**config.mk**
```make
export PLATFORM = sky130hd
export DESIGN_NAME = brick_field_scanner
export DESIGN_NICKNAME = d
export VERILOG_FILES = /design/src/rtl/brick_pkg.sv /design/src/rtl/brick_field_scanner_ram.sv /design/src/rtl/brick_field_scanner.sv
export SDC_FILE = /design/constraint.sdc
export NUM_CORES = 1
export LEC_CHECK = 0
export CORE_ASPECT_RATIO = 2
export CORE_MARGIN = 5
export CORE_UTILIZATION = 60
export DETAILED_ROUTE_END_ITERATION = 10
export PLACE_DENSITY = 0.78
export SYNTH_ARGS = -nofsm -noshare
export SYNTH_HDL_FRONTEND = slang
export SYNTH_SLANG_ARGS = --single-unit
```
**constraint.sdc**
```tcl
create_clock -name visible_clk -period 8.4 [get_ports visible_clk]
set_input_delay 1.68 -clock visible_clk [delete_from_list [all_inputs] [get_ports visible_clk]]
set_output_delay 1.68 -clock visible_clk [all_outputs]
set_load 0.1 [all_outputs]
```
**src/rtl/brick_pkg.sv**
```systemverilog
// brick_pkg: geometry defaults, width derivations, FSM encoding and the
// initial hit-point rule shared by the brick wall engine.
package brick_pkg;

  localparam int DEF_BRICKS_H     = 16;
  localparam int DEF_BRICKS_V     = 8;
  localparam int DEF_BRICK_W_LOG2 = 4;
  localparam int DEF_BRICK_H_LOG2 = 3;
  localparam int DEF_FIELD_X      = 0;
  localparam int DEF_FIELD_Y      = 64;
  localparam int DEF_LOAD_PHASE   = 8;
  localparam int DEF_HITS_W       = 2;
  localparam int DEF_STRONG_ROWS  = 2;

  typedef enum logic {
    INIT = 1'b0,
    SCAN = 1'b1
  } state_t;

  function automatic int hits_max(input int hits_w);
    return (1 << hits_w) - 1;
  endfunction

  function automatic int cnt_w(input int bh, input int bv);
    return $clog2(bh * bv + 1);
  endfunction

  function automatic int init_hits(
    input int row,
    input int strong_rows,
    input int hmax
  );
    return (row < strong_rows) ? hmax : 1;
  endfunction

endpackage

```
**src/rtl/brick_field_scanner_ram.sv**
```systemverilog
// brick_ram: hit-point store, one write port and one asynchronous read
// port; a same-address write is forwarded to the read port.
module brick_ram
  import brick_pkg::*;
#(
  parameter int DEPTH = DEF_BRICKS_H * DEF_BRICKS_V,
  parameter int WIDTH = DEF_HITS_W,
  localparam int AW = $clog2(DEPTH)
) (
  input  logic             clk,
  input  logic             we,
  input  logic [AW-1:0]    waddr,
  input  logic [WIDTH-1:0] wdata,
  input  logic [AW-1:0]    raddr,
  output logic [WIDTH-1:0] rdata
);

  logic [WIDTH-1:0] mem [DEPTH];

  always_ff @(posedge clk) begin
    if (we) mem[waddr] <= wdata;
  end

  assign rdata = (we && waddr == raddr) ? wdata : mem[raddr];

endmodule

```
**src/rtl/brick_field_scanner.sv**
```systemverilog
// brick_field_scanner: multi-hit brick wall scanned with the beam.
// Optional BRICK_ROW_POINTS_EN scores hits by row instead of a flat 1.
module brick_field_scanner
  import brick_pkg::*;
#(
  parameter int BRICKS_H     = DEF_BRICKS_H,
  parameter int BRICKS_V     = DEF_BRICKS_V,
  parameter int BRICK_W_LOG2 = DEF_BRICK_W_LOG2,
  parameter int BRICK_H_LOG2 = DEF_BRICK_H_LOG2,
  parameter int FIELD_X      = DEF_FIELD_X,
  parameter int FIELD_Y      = DEF_FIELD_Y,
  parameter int LOAD_PHASE   = DEF_LOAD_PHASE,
  parameter int HITS_W       = DEF_HITS_W,
  parameter int STRONG_ROWS  = DEF_STRONG_ROWS,
  localparam int HITS_MAX    = hits_max(HITS_W),
  localparam int CNT_W       = cnt_w(BRICKS_H, BRICKS_V)
) (
  input  logic              visible_clk,
  input  logic              reset,
  input  logic [8:0]        hpos,
  input  logic [8:0]        vpos,
  input  logic              frame_start,
  input  logic              reload,
  input  logic              ball_gfx,
  output logic              brick_present,
  output logic              brick_gfx,
  output logic [HITS_W-1:0] brick_hits,
  output logic              score_pulse,
  output logic [3:0]        score_pts,
  output logic [CNT_W-1:0]  bricks_left,
  output logic              field_clear,
  output logic              init_busy
);

  localparam int N  = BRICKS_H * BRICKS_V;
  localparam int AW = $clog2(N);
  localparam int CW = (BRICKS_H > 1) ? $clog2(BRICKS_H) : 1;
  localparam int RW = (BRICKS_V > 1) ? $clog2(BRICKS_V) : 1;
  localparam int FW = BRICKS_H << BRICK_W_LOG2;
  localparam int FH = BRICKS_V << BRICK_H_LOG2;

  state_t state, state_n;

  logic [9:0]        rel_x, rel_y;
  logic              in_field, load, scan, hit;
  logic [CW-1:0]     col;
  logic [RW-1:0]     row;
  logic [AW-1:0]     index, idx, init_addr;
  logic              init_last;
  logic              hit_lock;
  logic              we;
  logic [AW-1:0]     waddr;
  logic [HITS_W-1:0] wdata, rdata, new_hits, init_val;

  // 10-bit offsets: bit 9 flags a beam left of / above the field
  assign rel_x    = {1'b0, hpos} - 10'(FIELD_X);
  assign rel_y    = {1'b0, vpos} - 10'(FIELD_Y);
  assign in_field = !rel_x[9] && rel_x < 10'(FW) &&
                    !rel_y[9] && rel_y < 10'(FH);
  assign col      = rel_x[BRICK_W_LOG2 +: CW];
  assign row      = rel_y[BRICK_H_LOG2 +: RW];
  assign index    = AW'(row) * AW'(BRICKS_H) + AW'(col);
  assign load     = in_field &&
    hpos[BRICK_W_LOG2-1:0] == BRICK_W_LOG2'(LOAD_PHASE);

  assign scan      = state == SCAN;
  assign init_last = init_addr == AW'(N - 1);
  assign new_hits  = brick_hits - HITS_W'(1);
  assign init_val  = HITS_W'(init_hits(
    int'(init_addr) / BRICKS_H, STRONG_ROWS, HITS_MAX));
  assign hit = ball_gfx && brick_present && !hit_lock &&
               scan && !reload;

  assign we    = (!scan && !reload) || hit;
  assign waddr = scan ? idx : init_addr;
  assign wdata = scan ? new_hits : init_val;

  brick_ram #(
    .DEPTH (N),
    .WIDTH (HITS_W)
  ) u_ram (
    .clk   (visible_clk),
    .we    (we),
    .waddr (waddr),
    .wdata (wdata),
    .raddr (index),
    .rdata (rdata)
  );

  always_ff @(posedge visible_clk or posedge reset) begin
    if (reset) state <= INIT;
    else       state <= state_n;
  end

  always_comb begin
    state_n       = state;
    init_busy     = 1'b0;
    brick_present = 1'b0;
    field_clear   = 1'b0;
    unique case (state)
      INIT: begin
        init_busy = 1'b1;
        if (!reload && init_last) state_n = SCAN;
      end
      SCAN: begin
        brick_present = brick_hits != '0;
        field_clear   = bricks_left == '0;
        if (reload) state_n = INIT;
      end
    endcase
  end

  assign brick_gfx = brick_present &&
    vpos[BRICK_H_LOG2-1:0] != '0 &&
    hpos[BRICK_W_LOG2-1:1] != (BRICK_W_LOG2-1)'(LOAD_PHASE >> 1);

  always_ff @(posedge visible_clk or posedge reset) begin
    if (reset) begin
      init_addr   <= '0;
      bricks_left <= '0;
      hit_lock    <= 1'b0;
      score_pulse <= 1'b0;
      brick_hits  <= '0;
      idx         <= '0;
    end else begin
      score_pulse <= hit;
      if (load) idx <= index;
      if (scan || reload || init_last) init_addr <= '0;
      else                             init_addr <= init_addr + AW'(1);
      if (reload)
        bricks_left <= '0;
      else if (!scan)
        bricks_left <= bricks_left + CNT_W'(1);
      else if (hit && new_hits == '0 && bricks_left != '0)
        bricks_left <= bricks_left - CNT_W'(1);
      // a hit in the same cycle as frame_start keeps the lock
      if (reload)           hit_lock <= 1'b0;
      else if (hit)         hit_lock <= 1'b1;
      else if (frame_start) hit_lock <= 1'b0;
      if (!scan || reload || !in_field) brick_hits <= '0;
      else if (load)                    brick_hits <= rdata;
      else if (hit)                     brick_hits <= new_hits;
    end
  end

`ifdef BRICK_ROW_POINTS_EN
  always_ff @(posedge visible_clk or posedge reset) begin
    if (reset)    score_pts <= '0;
    else if (hit) score_pts <= 4'(BRICKS_V - int'(idx) / BRICKS_H);
  end
`else
  assign score_pts = 4'd1;
`endif

endmodule
```
==> summary by stage, run 1 <==
Detailed routing
The routed length on met1 is approximately 10000 µm. The count of antenna-violating nets left after detailed routing is 0. In this run, the number of DRC markers left after iteration 0 of detailed routing was 828. The total via count after detailed routing is 7526. For this run, design rule violations remaining after detail routing come to 0. In the routed layout, each cell is associated on average with a via count of between 6 and 7. The per-cell routed wire length is roughly 25 µm.

The number of detailed-routing iterations run before antenna repair is 5. Wire segments on met2 add up to 15800 µm in the final route. Wires add up to between 20000 and 30000 µm. The top layer reached by signal wires is met4.

In the detailed route, the total length drawn on met3 is ~1700 µm.

STA
Timing would allow up to 191 MHz. The fraction of the cycle the final worst path needs is 0.625. The routed design could run at a clock period as short as about 5.2 ns. The worst pin sits at a relative slew slack of 0.152. Setup repair after global routing left no endpoint under its margin. The count of endpoints failing hold in the final timing report is 0. The number of setup violations in the final report is 0. The clock skew is between 0.009 and 0.01 ns. The measured slew at the worst slew-check pin is between 1 and 1.5 ns. For the final routed database, the setup TNS stands at 0 ns. The minimum hold slack is roughly 0.5 ns. The number of max-slew violations in the final report is 0.

Global routing
The initial antenna violation count was 0. Across every metal layer, demand over resource in global routing totals 0.249. The largest net degree at the start of global routing is around 130.

The first-pass GRT wire length is about 45000 µm. Global routing finished with a remaining overflow of 0. The via count of the first global-routing pass was approximately 7900.

Clocking
CTS placed an instance of clkbuf_16 at the clock tree root. The H-tree depth is 1. No sink is reached through more buffers than the 3 on the longest clock path. Once the clock tree was built, the setup fixing pass inserted 0 buffers. TritonCTS created 24 clock buffers. The post-cts resize count is 0. Hold repair after CTS inserted 0 buffers. TritonCTS built the clock tree. The clock latency of the later-clocked register in the worst-skew pair is about 0.53 ns.

The clock slew at the register clock pins of the worst setup and hold paths is approximately 0.070 ns. The total number of clock tree sinks is between 200 and 300.

Worst setup path
The setup path with the least slack is of type input pin to output pin. The signal arrival time at the worst endpoint is 3.57 ns. STA classifies the critical path endpoint as an output pin. At the worst endpoint, the required time is between 6 and 7 ns. The peak fanout along the critical path is 2. The type of origin of the critical path is an input pin.

Final layout
The post-synthesis to final-layout area growth is 9.86%. The antenna diode count is 0. The post-route cell area is about 14000 µm².

The number of non-filler instances in the completed layout is about 1200. The share of cells above drive strength 1 is 0.143. The net count of the finished layout is 900. The most common library cell in the layout ignoring fill and taps is edfxtp_1. The library cells used most frequently in the layout, excluding fill and tap cells, are edfxtp_1, nor2_1, nand2_1.

Synthesis
The proportion of synthesized chip area in sequential cells is 0.671. Of the post-synthesis cell area, the part taken by muxes is 0.129. Averaged over all synthesized cells, the footprint is between 10 and 15 µm².

Yosys mapped the design onto 67 distinct sky130hd cell types. For this run, asynchronously set or reset flops after synthesis account for 0.0954. In the synthesized netlist the dominant register cell turns out to be edfxtp_1. The cell count after synthesis came out at 841. The synthesis warning total is 0.

The netlist area before placement is approximately 12000 µm². The area fraction in compound gates after synthesis came to 0.0558. By area, the combinational part of the netlist is dominated by multiplexers. The xor/xnor share of the synthesized area is 0.0112.

The synthesized design contains about 260 enable-type register cells. Of the total synthesized cell area, the portion taken by AND, OR, NAND and NOR gates is 0.0957. Of the total synthesized cell area, the portion taken by full adders, half adders and majority gates is 0.0106. The synthesis-stage register bit count is between 200 and 300.

Floorplanning
The die is approximately 210 µm tall. The I/O pin count is 42. The area of the die is 23900 µm². The number of placement rows is 74.

The initial core utilization is 0.609. The floorplan die width is approximately 110 µm. The core box area is a little over 20000 µm².

Power and ir drop
The design draws between 2000 and 3000 µW. The analysis attributes to net switching a power of around 590 µW. IR analysis of the VDD net gives a maximum drop of 0.144 mV. The part of the power in the clock network is 0.386. The share of total power dissipated in combinational logic is 0.056. The sequential cell fraction of total power is 0.558. The standby leakage power is about 0.0037 µW. The switching fraction of total power is 0.215. The cell internal power dissipation is around 2100 µW. Power spread over the standard cell area amounts to 200 nW/µm².

Placed design
The cell count after placement is 1107. Port buffering added 37 buffers. The area after detailed placement is 13000 µm². Routability-driven placement finished with a final weighted congestion of roughly 0.90. Detailed placement ended at an HPWL of ~19000 µm.

Flow run
Max-cap violations in this run came to 0.

Outcome
The flow ran to the end, and the final reports show no timing, DRC or antenna violations.

Worst hold path
The type of the most critical hold path is flop to flop.
[flip-flops by register name, summed over array words and instances, names as in the netlist]
signal and cells:
brick_hits 2, bricks_left 8, idx 7, hit_lock 1, score_pulse 1, init_addr 7, u_ram.mem 256, scan 1
[cell type report]
class                           count  area (µm²)
Multi-Input combinational cell    500        3810
Clock buffer                       31         648
Sequential cell                   283        8360
Clock inverter                     12        83.8
Fill cell                        1344        6760
Timing Repair Buffer               43         408
Inverter                           15        56.3
Tap cell                          266         333
[cells by family (layout without fill, tap and decap cells)]
group                      count (synthesis)  count (layout)
AOI/OAI and AO/OA                         99              99
DFF                                      283             283
and+or+nand+nor                          274             274
xor gates and xnor gates                  16              16
adders and majority gates                 10              10
buffers and inverters                     60             101
other                                      2               4
muxes                                     97              97
[metal layers]
metal / vias up / global-route usage
met1: 3791 / 0.272
met5: - / 0
met4: 0 / 0.156
met2: 368 / 0.453
li1: 3246 / -
met3: 121 / 0.0376
[synth_stat cells, types with 5 or more instances]
cell type | count | area share
edfxtp_1 | 256 | 0.62
nor2_1 | 157 | 0.047
nand2_1 | 52 | 0.016
mux4_2 | 48 | 0.087
mux2_2 | 30 | 0.027
dfrtp_1 | 27 | 0.054
clkbuf_1 | 22 | 0.0066
mux2i_1 | 18 | 0.014
nand3_1 | 18 | 0.0072
a21oi_1 | 16 | 0.0064
a22oi_1 | 13 | 0.0078
xnor2_1 | 13 | 0.0091
buf_2 | 12 | 0.0048
o22ai_1 | 12 | 0.0060
inv_1 | 11 | 0.0033
nand2b_1 | 11 | 0.0055
nor2b_1 | 10 | 0.0050
ha_1 | 9 | 0.0090
a31oi_1 | 7 | 0.0035
o21ai_0 | 7 | 0.0028
nor3_1 | 6 | 0.0024
o31ai_1 | 6 | 0.0036
buf_4 | 5 | 0.0030
o21ai_1 | 5 | 0.0020
[through the flow]
stage	utilization	worst slack [ns]
after floorplan	-	0.743
after global placement	0.634	3.16
after detailed placement	0.634	3.15
after CTS	0.670	3.14
after global routing	0.670	3.11
final	0.670	3.15
[path summary, 6_finish.rpt]
check                                    from                 to  slack, ns  cells after the start
worst min register to register         idx[4]             idx[4]       0.52                      1
worst min-delay path                   idx[4]             idx[4]       0.52                      1
worst max-delay path                  hpos[2]          brick_gfx       3.15                      5
max in group asynchronous               reset     bricks_left[0]       6.00                      2
worst max register to register  brick_hits[0]  u_ram.mem[111][0]       4.50                      6
min in group asynchronous               reset             idx[4]       1.74                      2
[worst max-delay path, cell delays in order]
cell             delay [ns]
clkdlybuf4s50_1        0.46
nor2_1                 0.04
nand2_1                0.08
o311a_1                0.16
clkdlybuf4s50_1        1.14
[power groups by stage]
stage | registers (µW) | clock network (µW) | logic (µW)
4_1_cts | 1530 | 1060 | 151
3_5_place_dp | 1560 | 0 | 151
2_1_floorplan | 1560 | 0 | 102
3_3_place_gp | 1560 | 0 | 149
5_1_grt | 1530 | 1130 | 162
6_report | 1530 | 1060 | 152
(Power assumes the default switching activity.)
==> inputs of run 2 (changes only) <==
- clock period: 8.4 -> 5.1 ns (I/O delays scaled with it)
==> summary by stage, run 2 (same netlist as run 1, synthesis figures left out) <==
Worst setup path
The required time of the worst setup path is 4.08 ns (-2.64 ns). The worst setup path is launched from a flop. The signal arrival time at the worst endpoint came to 2.96 ns (-0.61 ns). The end of the worst register-to-register path is u_ram.mem[64][0]. The depth of the worst register-to-register path is 8 (+2).

The critical path is of the flop to output pin type. In this run the critical register-to-register path is launched from brick_hits[0]. The peak fanout along the critical path is 32 (+30).

The critical path endpoint category is an output pin. The slack of the worst reg-to-reg path is 2.19 ns (-2.31 ns).

STA
The measured slew at the worst slew-check pin came to 1.29 ns (+0.0153 ns). The final-layout setup total negative slack is 0 ns (unchanged). The relative slew slack is 0.141 (-0.0102). The number of max-slew violations in the final report is 0 (unchanged). The peak clock frequency supported by timing is between 200 and 300 MHz. The number of setup violations in the final report came to 0 (unchanged). The post-route minimum period is about 4.0 ns. The clock skew is 0.0121 ns (+0.00310 ns). The count of endpoints failing hold in the final timing report came to 0 (unchanged). Setup repair after global routing left no endpoint under its margin. In the finished design, the share of the clock period the worst path needs comes to 0.780.

Outcome
The flow ran to the end, and the final reports show no timing, DRC or antenna violations.

Final layout
The library cell used most frequently in the layout, excluding fill and tap cells, is edfxtp_1. The final core utilization is 0.679 (+0.00923). The top register by number of flip-flops is u_ram.mem. The share of cells above drive strength 1 is 0.159 (+0.0167).

The largest registers in the layout are u_ram.mem: 256 flops, bricks_left: 8 flops. In the layout the commonest cells are edfxtp_1, nor2_1, nand2_1. Compared with the post-synthesis result, the final layout area differs by 11.4%.

The number of nets in the final layout was 914 (+1.6%). The flip-flop count of the largest register, all copies and words added is 256 (unchanged). The antenna diode count is 0 (unchanged). The post-route cell area is 13900 µm² (+1.4%).

Power and ir drop
The switching fraction of total power is 0.207 (-0.00807). The part of the power in the clock network is 0.404 (+0.018). The standby leakage power was 0.00384 µW (+2.8%). The power density of the placed cells is 336 nW/µm² (+68%).

The sum of internal, switching and leakage power is 4660 µW (+70%). The combinational power share is 0.056 (about the same). The switching power of the nets is 967 µW (+64%). The cell internal power dissipation is 3700 µW (+72%).

The sequential cell fraction of total power is 0.540 (-0.018). The worst vdd rail ir drop came to 0.245 mV (+70%).

Detailed routing
The violation count after the first detailed-route iteration is 918 (+11%). The number of detailed-routing iterations run before antenna repair is 7 (+2). The average vias per placed instance was 6.57 (+0.44%).

The total via count after detailed routing was 7651 (+1.7%). The final routed DRC violation total is 0 (unchanged). The detailed-route wire length is 31500 µm (+7.4%). The per-cell routed wire length is 27.1 µm (+6.1%).

The count of antenna-violating nets left after detailed routing came to 0 (unchanged).

Flow run
The total of max-cap violations is 0 (unchanged).

Floorplanning
The die boundary height is 214 µm (unchanged). The number of placement rows was 74 (unchanged). The core box area is 20500 µm² (unchanged). The area of the die came to 23900 µm² (unchanged).

The floorplan die width came to 112 µm (unchanged). The initial core utilization came to 0.609 (unchanged). The I/O pin count is 42 (unchanged).

Placed design
The HPWL reported at the end of detailed placement was 21000 µm (+9.2%). The number of buffers inserted by port buffering is 37 (unchanged). The global placer's final weighted congestion came to 0.977 (+8.9%).

The area after detailed placement was 13100 µm² (+0.89%).

Global routing
The first-pass GRT wire length is 47500 µm (+5.4%). The aggregate global routing overflow came to 0 (unchanged). The global-route usage over all layers came to 0.267 (+0.0178).

The largest net degree at the start of global routing is 129 (unchanged). The via count of the first global-routing pass is 8055 (+1.9%). The initial antenna violation count is 0 (unchanged).

Clocking
The post-cts resize count is 0 (unchanged). The cell chosen for the clock root is clkbuf_16. The total number of clock tree sinks was 283 (unchanged).

The clock slew at the register clock pins of the worst setup and hold paths is 0.07 ns (about the same). The post-cts hold buffer count is 0 (unchanged). The clock tree from TritonCTS is built. The clock latency of the later-clocked register in the worst-skew pair was 0.53 ns (about the same).

The deepest clock path buffer count is 3 (unchanged). The post-CTS repair timing setup buffer count came to 0 (unchanged). The H-tree depth is 1 (unchanged). The clock buffer count from CTS is 24 (unchanged).

Worst hold path
The cell count of the worst hold path is 1 (unchanged). The worst hold path endpoint is idx[3]. The type of the most critical hold path is flop to flop. The critical hold path startpoint is idx[3].
## run 2: routing by layer
layer,up-vias,wire (µm),GRT usage
met4,0,2540,0.181
met2,441,16900,0.487
met3,137,2200,0.0421
met5,-,0,0
li1,3282,-,-
met1,3791,9850,0.282
## run 2: layout make-up
cell class,count,area (µm²)
inverters,15,56.3
well taps,266,333
fillers,1327,6570
flip-flops and latches,283,8360
clock inverters,11,154
repair buffers,57,523
clock buffers,32,652
multi-input cells,500,3810
## run 2: worst max path at each step
stage / slack [ns] / endpoint / depth (start not counted) / start
3_3_place_gp: 1.29 / brick_hits[1] / 9 / hpos[4]
6_report: 1.12 / brick_present / 4 / scan
3_5_place_dp: 1.23 / brick_hits[1] / 9 / hpos[4]
2_1_floorplan: 0.42 / brick_gfx / 4 / brick_hits[0]
5_1_grt: 1.06 / brick_present / 4 / scan
4_1_cts: 1.12 / brick_present / 4 / scan
## run 2: per-stage QoR
stage,instances,setup WS (ns),hold WS (ns)
floorplan,843,0.423,0.480
global route,1164,1.06,0.542
CTS,1164,1.12,0.511
global placement,1121,1.29,0.490
finish,1164,1.12,0.510
detailed placement,1121,1.23,0.496
## run 2: power groups by stage
stage                     clock (µW)  sequential, µW  combinational, µW
final                           1880            2520                263
after global routing            2000            2520                276
after CTS                       1900            2520                259
after detailed placement           0            2570                257
after global placement             0            2560                251
after floorplan                    0            2580                167
## run 2: worst max-delay path, cell delays in order (launching register included)
cell,delay (ns)
dfrtp_1,0.32
buf_4,0.37
inv_2,0.19
nor2_1,0.32
clkdlybuf4s50_1,1.21
